===== src/rtl/memory_game_ctrl.sv =====
// Memory-match game controller: cursor movement over a 4x4 grid, two-card
// reveal sequencing, match compare, mismatch hold timer and win handling.
module memory_game_ctrl #(
    parameter int HOLD_CYCLES = 12500000,
    parameter int HOLD_W      = 24
) (
    input  logic        clk,
    input  logic        rst,
    input  logic        btn_up,
    input  logic        btn_down,
    input  logic        btn_left,
    input  logic        btn_right,
    input  logic        btn_sel,
    input  logic [63:0] pos_flat,
    output logic [15:0] regCard,
    output logic [3:0]  cursor,
    output logic [7:0]  moves,
    output logic [3:0]  pairs,
    output logic        busy,
    output logic        win
);

    // state    | meaning
    // PICK1    | waiting for the first card of a pair
    // PICK2    | waiting for the second card of a pair
    // CHECK    | one cycle: compare the two revealed symbols
    // HOLD     | mismatch visible, hold counter running down
    // WIN      | all pairs found, every card shown
    typedef enum logic [2:0] {
        ST_PICK1,
        ST_PICK2,
        ST_CHECK,
        ST_HOLD,
        ST_WIN
    } state_t;

    localparam logic [HOLD_W-1:0] HOLD_LOAD = HOLD_W'(HOLD_CYCLES - 1);

    state_t            state_q, state_d;
    logic [15:0]       reg_card_q, reg_card_d;
    logic [3:0]        cursor_q, cursor_d;
    logic [7:0]        moves_q, moves_d;
    logic [3:0]        pairs_q, pairs_d;
    logic [HOLD_W-1:0] hold_q, hold_d;
    logic [3:0]        first_q, first_d;
    logic [3:0]        second_q, second_d;
    logic              busy_q, win_q;

    logic [1:0] row, col;
    logic       sel_ok;
    logic [3:0] sym_a, sym_b;

    always_comb begin
        state_d    = state_q;
        reg_card_d = reg_card_q;
        cursor_d   = cursor_q;
        moves_d    = moves_q;
        pairs_d    = pairs_q;
        hold_d     = hold_q;
        first_d    = first_q;
        second_d   = second_q;

        row    = cursor_q[3:2];
        col    = cursor_q[1:0];
        sel_ok = btn_sel && !reg_card_q[cursor_q];
        sym_a  = pos_flat[{first_q, 2'b00} +: 4];
        sym_b  = pos_flat[{second_q, 2'b00} +: 4];

        if (state_q != ST_WIN) begin
            if (btn_up)         cursor_d = {row - 2'd1, col};
            else if (btn_down)  cursor_d = {row + 2'd1, col};
            else if (btn_left)  cursor_d = {row, col - 2'd1};
            else if (btn_right) cursor_d = {row, col + 2'd1};
        end

        case (state_q)
            ST_PICK1: begin
                if (sel_ok) begin
                    reg_card_d[cursor_q] = 1'b1;
                    first_d              = cursor_q;
                    state_d              = ST_PICK2;
                end
            end
            ST_PICK2: begin
                if (sel_ok) begin
                    reg_card_d[cursor_q] = 1'b1;
                    second_d             = cursor_q;
                    if (moves_q != 8'hFF) moves_d = moves_q + 8'd1;
                    state_d              = ST_CHECK;
                end
            end
            ST_CHECK: begin
                // Symbols 2k and 2k+1 form a pair, so only the upper bits matter.
                if (sym_a[3:1] == sym_b[3:1]) begin
                    pairs_d = pairs_q + 4'd1;
                    state_d = (pairs_q == 4'd7) ? ST_WIN : ST_PICK1;
                end else begin
                    hold_d  = HOLD_LOAD;
                    state_d = ST_HOLD;
                end
            end
            ST_HOLD: begin
                if (hold_q == '0) begin
                    reg_card_d[first_q]  = 1'b0;
                    reg_card_d[second_q] = 1'b0;
                    state_d              = ST_PICK1;
                end else begin
                    hold_d = hold_q - 1'b1;
                end
            end
            ST_WIN: begin
                reg_card_d = 16'hFFFF;
                if (btn_sel) begin
                    reg_card_d = '0;
                    moves_d    = '0;
                    pairs_d    = '0;
                    cursor_d   = '0;
                    state_d    = ST_PICK1;
                end
            end
            default: state_d = ST_PICK1;
        endcase
    end

    always_ff @(posedge clk or posedge rst) begin
        if (rst) begin
            state_q    <= ST_PICK1;
            reg_card_q <= '0;
            cursor_q   <= '0;
            moves_q    <= '0;
            pairs_q    <= '0;
            hold_q     <= '0;
            first_q    <= '0;
            second_q   <= '0;
            busy_q     <= 1'b0;
            win_q      <= 1'b0;
        end else begin
            state_q    <= state_d;
            reg_card_q <= reg_card_d;
            cursor_q   <= cursor_d;
            moves_q    <= moves_d;
            pairs_q    <= pairs_d;
            hold_q     <= hold_d;
            first_q    <= first_d;
            second_q   <= second_d;
            busy_q     <= (state_d == ST_CHECK) || (state_d == ST_HOLD);
            win_q      <= (state_d == ST_WIN);
        end
    end

    assign regCard = reg_card_q;
    assign cursor  = cursor_q;
    assign moves   = moves_q;
    assign pairs   = pairs_q;
    assign busy    = busy_q;
    assign win     = win_q;

endmodule


===== config.mk =====
export PLATFORM = sky130hd
export DESIGN_NAME = memory_game_ctrl
export DESIGN_NICKNAME = d
export VERILOG_FILES = /design/src/rtl/memory_game_ctrl.sv
export SDC_FILE = /design/constraint.sdc
export NUM_CORES = 1
export LEC_CHECK = 0
export ABC_AREA = 0
export CORE_ASPECT_RATIO = 1.4
export CORE_MARGIN = 2
export CORE_UTILIZATION = 55
export DETAILED_ROUTE_END_ITERATION = 7
export PLACE_DENSITY = 0.84
export SKIP_LAST_GASP = 1
export SLEW_MARGIN = 20
export SYNTH_ARGS = -nofsm -noshare
export SYNTH_HDL_FRONTEND = slang
export SYNTH_SLANG_ARGS = --single-unit

===== constraint.sdc =====
create_clock -name clk -period 4.2 [get_ports clk]
set_input_delay 0.63 -clock clk [delete_from_list [all_inputs] [get_ports clk]]
set_output_delay 0.63 -clock clk [all_outputs]
set_load 0.1 [all_outputs]

==> results of run 1 <==
-- sequential cells by signal, indices dropped and copies added (netlist names), 3 cells and up --
signal	flops
moves	8
second_q	4
cursor	4
pairs	4
first_q	4
regCard	16
state_q	3
hold_q	24
-- cell families (layout without fill, tap and decap cells) --
logic type      after synthesis  count (layout)  synth area share, %
mux                          32              32                14.49
buf+inv                      39             121                3.583
fa+ha+maj                    11              11                2.963
compound gates              127             127                17.05
simple gates                190             190                19.45
xor+xnor                     28              28                5.280
flops                        69              69                37.18
-- path summary, 6_finish.rpt --
check	startpoint	endpoint	slack [ps]
setup / recovery	second_q[0]	hold_q[22]	850
max in group asynchronous	rst	regCard[11]	2560
setup reg to reg	second_q[0]	hold_q[22]	850
hold reg to reg	hold_q[18]	hold_q[18]	530
min in group asynchronous	rst	hold_q[22]	700
hold / removal	hold_q[18]	hold_q[18]	530
-- power breakdown --
group	total, mW	switching, mW	internal (mW)
sequential	1.20	0.355	0.841
clock	0.911	0.282	0.629
combinational	2.69	1.80	0.891
total	4.79	2.43	2.36
-- final cells by class --
| cell class | count | area share, % |
|---|---|---|
| clock buffer | 13 | 4.555 |
| clock inverter | 3 | 1.518 |
| inverter | 12 | 0.7592 |
| multi-input combinational | 388 | 46.44 |
| sequential | 69 | 29.10 |
| tap | 102 | 2.151 |
| timing repair buffer | 93 | 15.48 |
-- cells in the final DEF, fill, tap and decap left out, types with 11 or more instances in the layout --
master	instances
a22oi_1	15
inv_1	11
nor3_1	11
ha_1	11
xnor2_1	19
nand3_1	25
nand2_1	84
nor2_1	24
dfrtp_1	69
a31oi_1	18
mux4_2	28
clkdlybuf4s50_1	88
a21oi_1	43
o21ai_0	23
-- stage by stage --
| step | instances | cell area (um2) | utilization, % | worst slack, ps | hold slack (ps) |
|---|---|---|---|---|---|
| after floorplan | 496 | 4644 | - | 1156 | 484.0 |
| after global placement | 664 | 5569 | 67.93 | 852.8 | 508.7 |
| after CTS | 680 | 5929 | 72.33 | 825.5 | 529.7 |
| after global routing | 680 | 5933 | 72.37 | 616.9 | 568.8 |
| after detailed placement | 664 | 5569 | 67.93 | 849.5 | 513.3 |
| final | 680 | 5933 | 72.37 | 848.6 | 529.8 |
-- cells in the mapped netlist (all sizes together) (2+ instances only) --
library cell,n
nor2,24
inv,12
dfrtp,69
ha,11
nand2b,2
or2,3
o211ai,4
nor3,13
nor3b,3
o41ai,2
clkbuf,18
mux2,2
a32oi,5
or4,3
nor2b,8
buf,9
o311a,2
mux4,28
and3,4
nand2,84
a22oi,15
xnor2,19
mux2i,2
a31oi,18
a21oi,43
nand3,26
nor4,8
o21ai,25
o31ai,2
and2,5
nand4b,2
xor2,9
or3,2
-- layer usage --
layer	track usage (%)	share of wire (%)	wire length [um]	vias up
met2	48.03	51	6594	217
met1	34.05	38	4915	2099
met4	16.33	4.4	573	0
met5	0	0	0	-
met3	7.097	6.8	888	46
li1	-	-	-	2001
-- worst max-delay path: cells and delay by family, from the launching register on --
kind / cells / cell delay [ps]
DFF: 1 / 960
and+or+nand+nor: 4 / 1000
xor gates and xnor gates: 1 / 210
muxes: 1 / 610
AOI/OAI and AO/OA: 1 / 270
buffers and inverters: 1 / 240
==> results.py, run 1 <==
metrics = {
    "placement": {
        "globalplace.congestion": 0.8730,
        "io_buffer_count": 88,
        "dp_hpwl_um": 9299,
    },
    "global_routing": {
        "antenna_found_initial": 0,
        "overflow": 0,
        "grt_pass1_vias": 4315,
        "grt_max_degree": 40,
        "grt_usage_pct": 29.08,
        "grt_pass1_wl_um": 20580,
    },
    "clocking": {
        "clk_pin_slew_ps": 60,
        "cts_tree": "built",
        "clkLatencyLatePin_ps": 340,
        "clockBufferDepth": 2,
        "cts_resized": 0,
        "numCtsBuffers": 9,
        "ctsHoldBuffers": 0,
        "post_cts_buffers": 0,
        "clockRootBuffer": "clkbuf_16",
        "cts_num_sinks": 69,
        "htreeDepth": 3,
    },
    "synth": {
        "yosysWarnings": 0,
        "synth_async_sr_flop_share_pct": 100.0,
        "synthesis.instances": 496,
        "synth-seq-area-share_pct": 37.18,
        "synth_edf_count": 0,
        "netlist_area_um2": 4644,
        "synth_area_leader_cell": "dfrtp_1",
        "postSynthNetCount": 578,
        "avgSynthCellArea_um2": 9.364,
        "synth_area_leaders": "dfrtp_1 (37%), mux4_2 (14%), nand2_1 (6.8%)",
        "synth.distinct_cells": 53,
        "ys_ff_latch": 69,
        "synth_ff_type": "dfrtp_1",
        "netlist.area_leader.share_pct": 37.18,
    },
    "critical_path": {
        "cp.required_ps": 4480,
        "setup.worst_path.end_class": "flop",
        "slowest_delay_ps": 960,
        "crit_arrival_ps": 3630,
        "crit_type": "reg -> reg",
        "cp_max_fo": 23,
        "crit_path_top_delay_cell": "dfrtp_1",
        "worstPathCellList": "mux4_2 > a22oi_1 > nand3_1 > xnor2_1 > nand3_2 > nand2_1 > buf_4 > and2_1",
        "critPathLaunchType": "flop",
        "ff2ff_path_depth": 8,
    },
    "sta": {
        "clock.fmax_ghz": 0.2984,
        "maxSlewViolCount": 0,
        "rsz0062_at_grt": "no",
        "finalSetupViolCount": 0,
        "hold_viol_final": 0,
        "clock_skew_ps": 7.582,
        "setup_tns_ps": 0,
        "relSlewSlack_pct": 32.95,
        "worstMarginPinSlew_ps": 1003,
        "period_needed_ps": 3351,
        "min_period_over_period_pct": 79.80,
    },
    "cells_and_area": {
        "syn_to_final_growth_pct": 27.75,
        "fillers": 591,
        "diodes": 0,
        "drive_above_1_share_pct": 10.38,
        "multi_input_area_um2": 2755,
        "regArea_um2": 1727,
        "final_nets": 655,
    },
    "power": {
        "p_total_mw": 4.794,
        "p_per_area_nw_per_um2": 808.0,
        "ir_drop_mv": 0.6074,
        "p_leak_nw": 2.242,
    },
    "detailed_routing": {
        "wl_um": 12970,
        "ant_nets": 0,
        "firstDrtPassIters": 5,
        "via_per_inst": 6.416,
        "vias": 4363,
        "remaining_drc_errors": 0,
        "drt_iter0_drc": 296,
        "routedWlPerCell_um": 19.08,
    },
    "die": {
        "core_um2": 8198,
        "rows": 39,
        "fp.dieH_um": 112.7,
        "start_util_pct": 56.65,
        "die_area_um2": 9206,
        "fp.dieW_um": 81.67,
        "io_pins": 105,
    },
    "hold_path": {
        "hp-class": "reg -> reg",
        "hold_depth": 2,
    },
    "run": {
        "drv_cap": 0,
    },
    "status": {
        "status": "complete, no violations",
    },
}
(Power assumes the default switching activity.)
==> run 2, diff against run 1 <==
Settings changed: CORE_UTILIZATION 55 to 51, PLACE_DENSITY 0.84 to 0.79.
Clock period 4.2 ns to 3.2 ns, I/O delays scaled along.
==> results.py, run 2 (same netlist as run 1, synthesis figures left out) <==
metrics = {
    "status": {
        "status": "complete, no violations",
    },
    "critical_path": {
        "crit_buf_inv": 2,
        "slowest_delay_ps": 550,
        "cp_max_fo": 19,
        "critPathLaunchType": "flop",
        "crit_family": "simple AND/OR/NAND/NOR gates",
        "crit_arrival_ps": 2990,
        "crit_path_top_delay_cell": "mux4_2",
        "reg2reg_setup_slack_ps": 420,
        "cp.required_ps": 3420,
        "crit_top_cell": "nand2_1",
        "setup.worst_path.end_class": "flop",
        "crit_type": "reg -> reg",
        "worstPathCellList": "buf_4 > mux4_2 > a22oi_1 > nand2_1 > xnor2_1 > nand3_2 > nand2_1 > buf_4 > nand2_1",
    },
    "cells_and_area": {
        "final_nets": 665,
        "largest_register_ffs": 24,
        "syn_to_final_growth_pct": 26.13,
        "layout_commonest_cell": "nand2_1",
        "largest-register": "hold_q",
        "final_cell_mix": "nand2_1 (84), dfrtp_1 (69), clkdlybuf4s50_1 (55)",
        "drive_above_1_share_pct": 17.52,
        "fin_cells": 695,
        "diodes": 0,
        "fillers": 735,
        "finalInstanceArea_um2": 5858,
    },
    "run": {
        "drv_cap": 0,
    },
    "power": {
        "p_per_area_nw_per_um2": 1029,
        "internal-power_mw": 2.838,
        "p_clk_share_pct": 15.1,
        "p_seq_share_pct": 24.1,
        "combPwrFrac_pct": 60.8,
        "p_total_mw": 6.030,
        "ir_drop_mv": 0.7197,
        "switching_share_pct": 52.94,
        "p_switching_mw": 3.192,
        "p_leak_nw": 2.276,
    },
    "sta": {
        "relSlewSlack_pct": 35.55,
        "rsz0062_at_grt": "no",
        "period_needed_ps": 2777,
        "clock_skew_ps": 3.139,
        "min_period_over_period_pct": 86.77,
        "hold_viol_final": 0,
        "whs_ps": 498.4,
        "maxSlewViolCount": 0,
        "worstMarginPinSlew_ps": 963.7,
        "finalSetupViolCount": 0,
        "setup_tns_ps": 0,
        "clock.fmax_ghz": 0.3602,
    },
    "detailed_routing": {
        "ant_nets": 0,
        "via_per_inst": 6.207,
        "drt_iter0_drc": 251,
        "wl_um": 12600,
        "routedWlPerCell_um": 18.12,
        "vias": 4314,
        "firstDrtPassIters": 5,
        "remaining_drc_errors": 0,
    },
    "global_routing": {
        "grt_pass1_vias": 4261,
        "grt_pass1_wl_um": 20250,
        "use_met1_pct": 29.90,
        "top_usage_layer": "met2",
        "overflow": 0,
        "grt_max_degree": 40,
        "antenna_found_initial": 0,
        "grt_usage_pct": 25.93,
        "use_met3_pct": 5.049,
        "grt_use_met2_pct": 46.88,
    },
    "die": {
        "start_util_pct": 52.03,
        "rows": 41,
        "core_um2": 8926,
        "fp.dieH_um": 116.9,
        "fp.dieW_um": 84.65,
        "die_area_um2": 9897,
        "io_pins": 105,
    },
    "placement": {
        "globalplace.congestion": 0.9268,
        "dp.cells": 679,
        "io_buffer_count": 88,
        "dp_hpwl_um": 9470,
        "placed_cell_area_um2": 5580,
    },
    "clocking": {
        "htreeDepth": 3,
        "cts_tree": "built",
        "clockBufferDepth": 2,
        "clkLatencyLatePin_ps": 330,
        "numCtsBuffers": 9,
        "post_cts_buffers": 0,
        "cts_resized": 0,
        "ctsHoldBuffers": 0,
        "cts_num_sinks": 69,
        "clk_pin_slew_ps": 50,
        "clockRootBuffer": "clkbuf_16",
    },
    "hold_path": {
        "hp-class": "reg -> reg",
    },
}
run 2: stage by stage:
stage | utilization [%] | setup slack (ps)
after global routing | 65.63 | 223.4
after floorplan | - | 155.8
after CTS | 65.63 | 392.2
final | 65.63 | 423.4
after detailed placement | 62.52 | 123.7
after global placement | 62.52 | 185.3
run 2: path summary, 6_finish.rpt:
check / start / to / cells after the start
hold reg to reg: first_q[0] / first_q[0] / 2
hold / removal: first_q[0] / first_q[0] / 2
min in group asynchronous: rst / hold_q[15] / 2
setup / recovery: first_q[0] / hold_q[11] / 9
max in group asynchronous: rst / regCard[4] / 3
setup reg to reg: first_q[0] / hold_q[11] / 9
run 2: final cells by class:
type	instances	area, um2	area share (%)
Multi-Input combinational cell	388	2751	46.97
Sequential cell	69	1727	29.47
Timing Repair Buffer	103	923.4	15.76
Clock buffer	10	239.0	4.079
Tap cell	107	133.9	2.285
Inverter	12	45.04	0.7689
Clock inverter	6	38.79	0.6621
run 2: layer usage:
metal | wire length, um | up-vias
met5 | 0 | -
met4 | 367 | 0
met3 | 643 | 29
met2 | 6621 | 165
met1 | 4962 | 2107
li1 | - | 2013
run 2: tightest hold or removal path: stages (launching register included):
cell     delay, ps
dfrtp_1        340
nand2_1         50
o21ai_0         70
run 2: power by group through the flow:
stage                     logic (mW)  clock network [mW]  registers [mW]
after global placement          3.58                   0            1.44
after global routing            3.91               0.965            1.49
after floorplan                 1.79                   0            2.42
after CTS                       3.66               0.926            1.44
final                           3.67               0.912            1.45
after detailed placement        3.64                   0            1.45
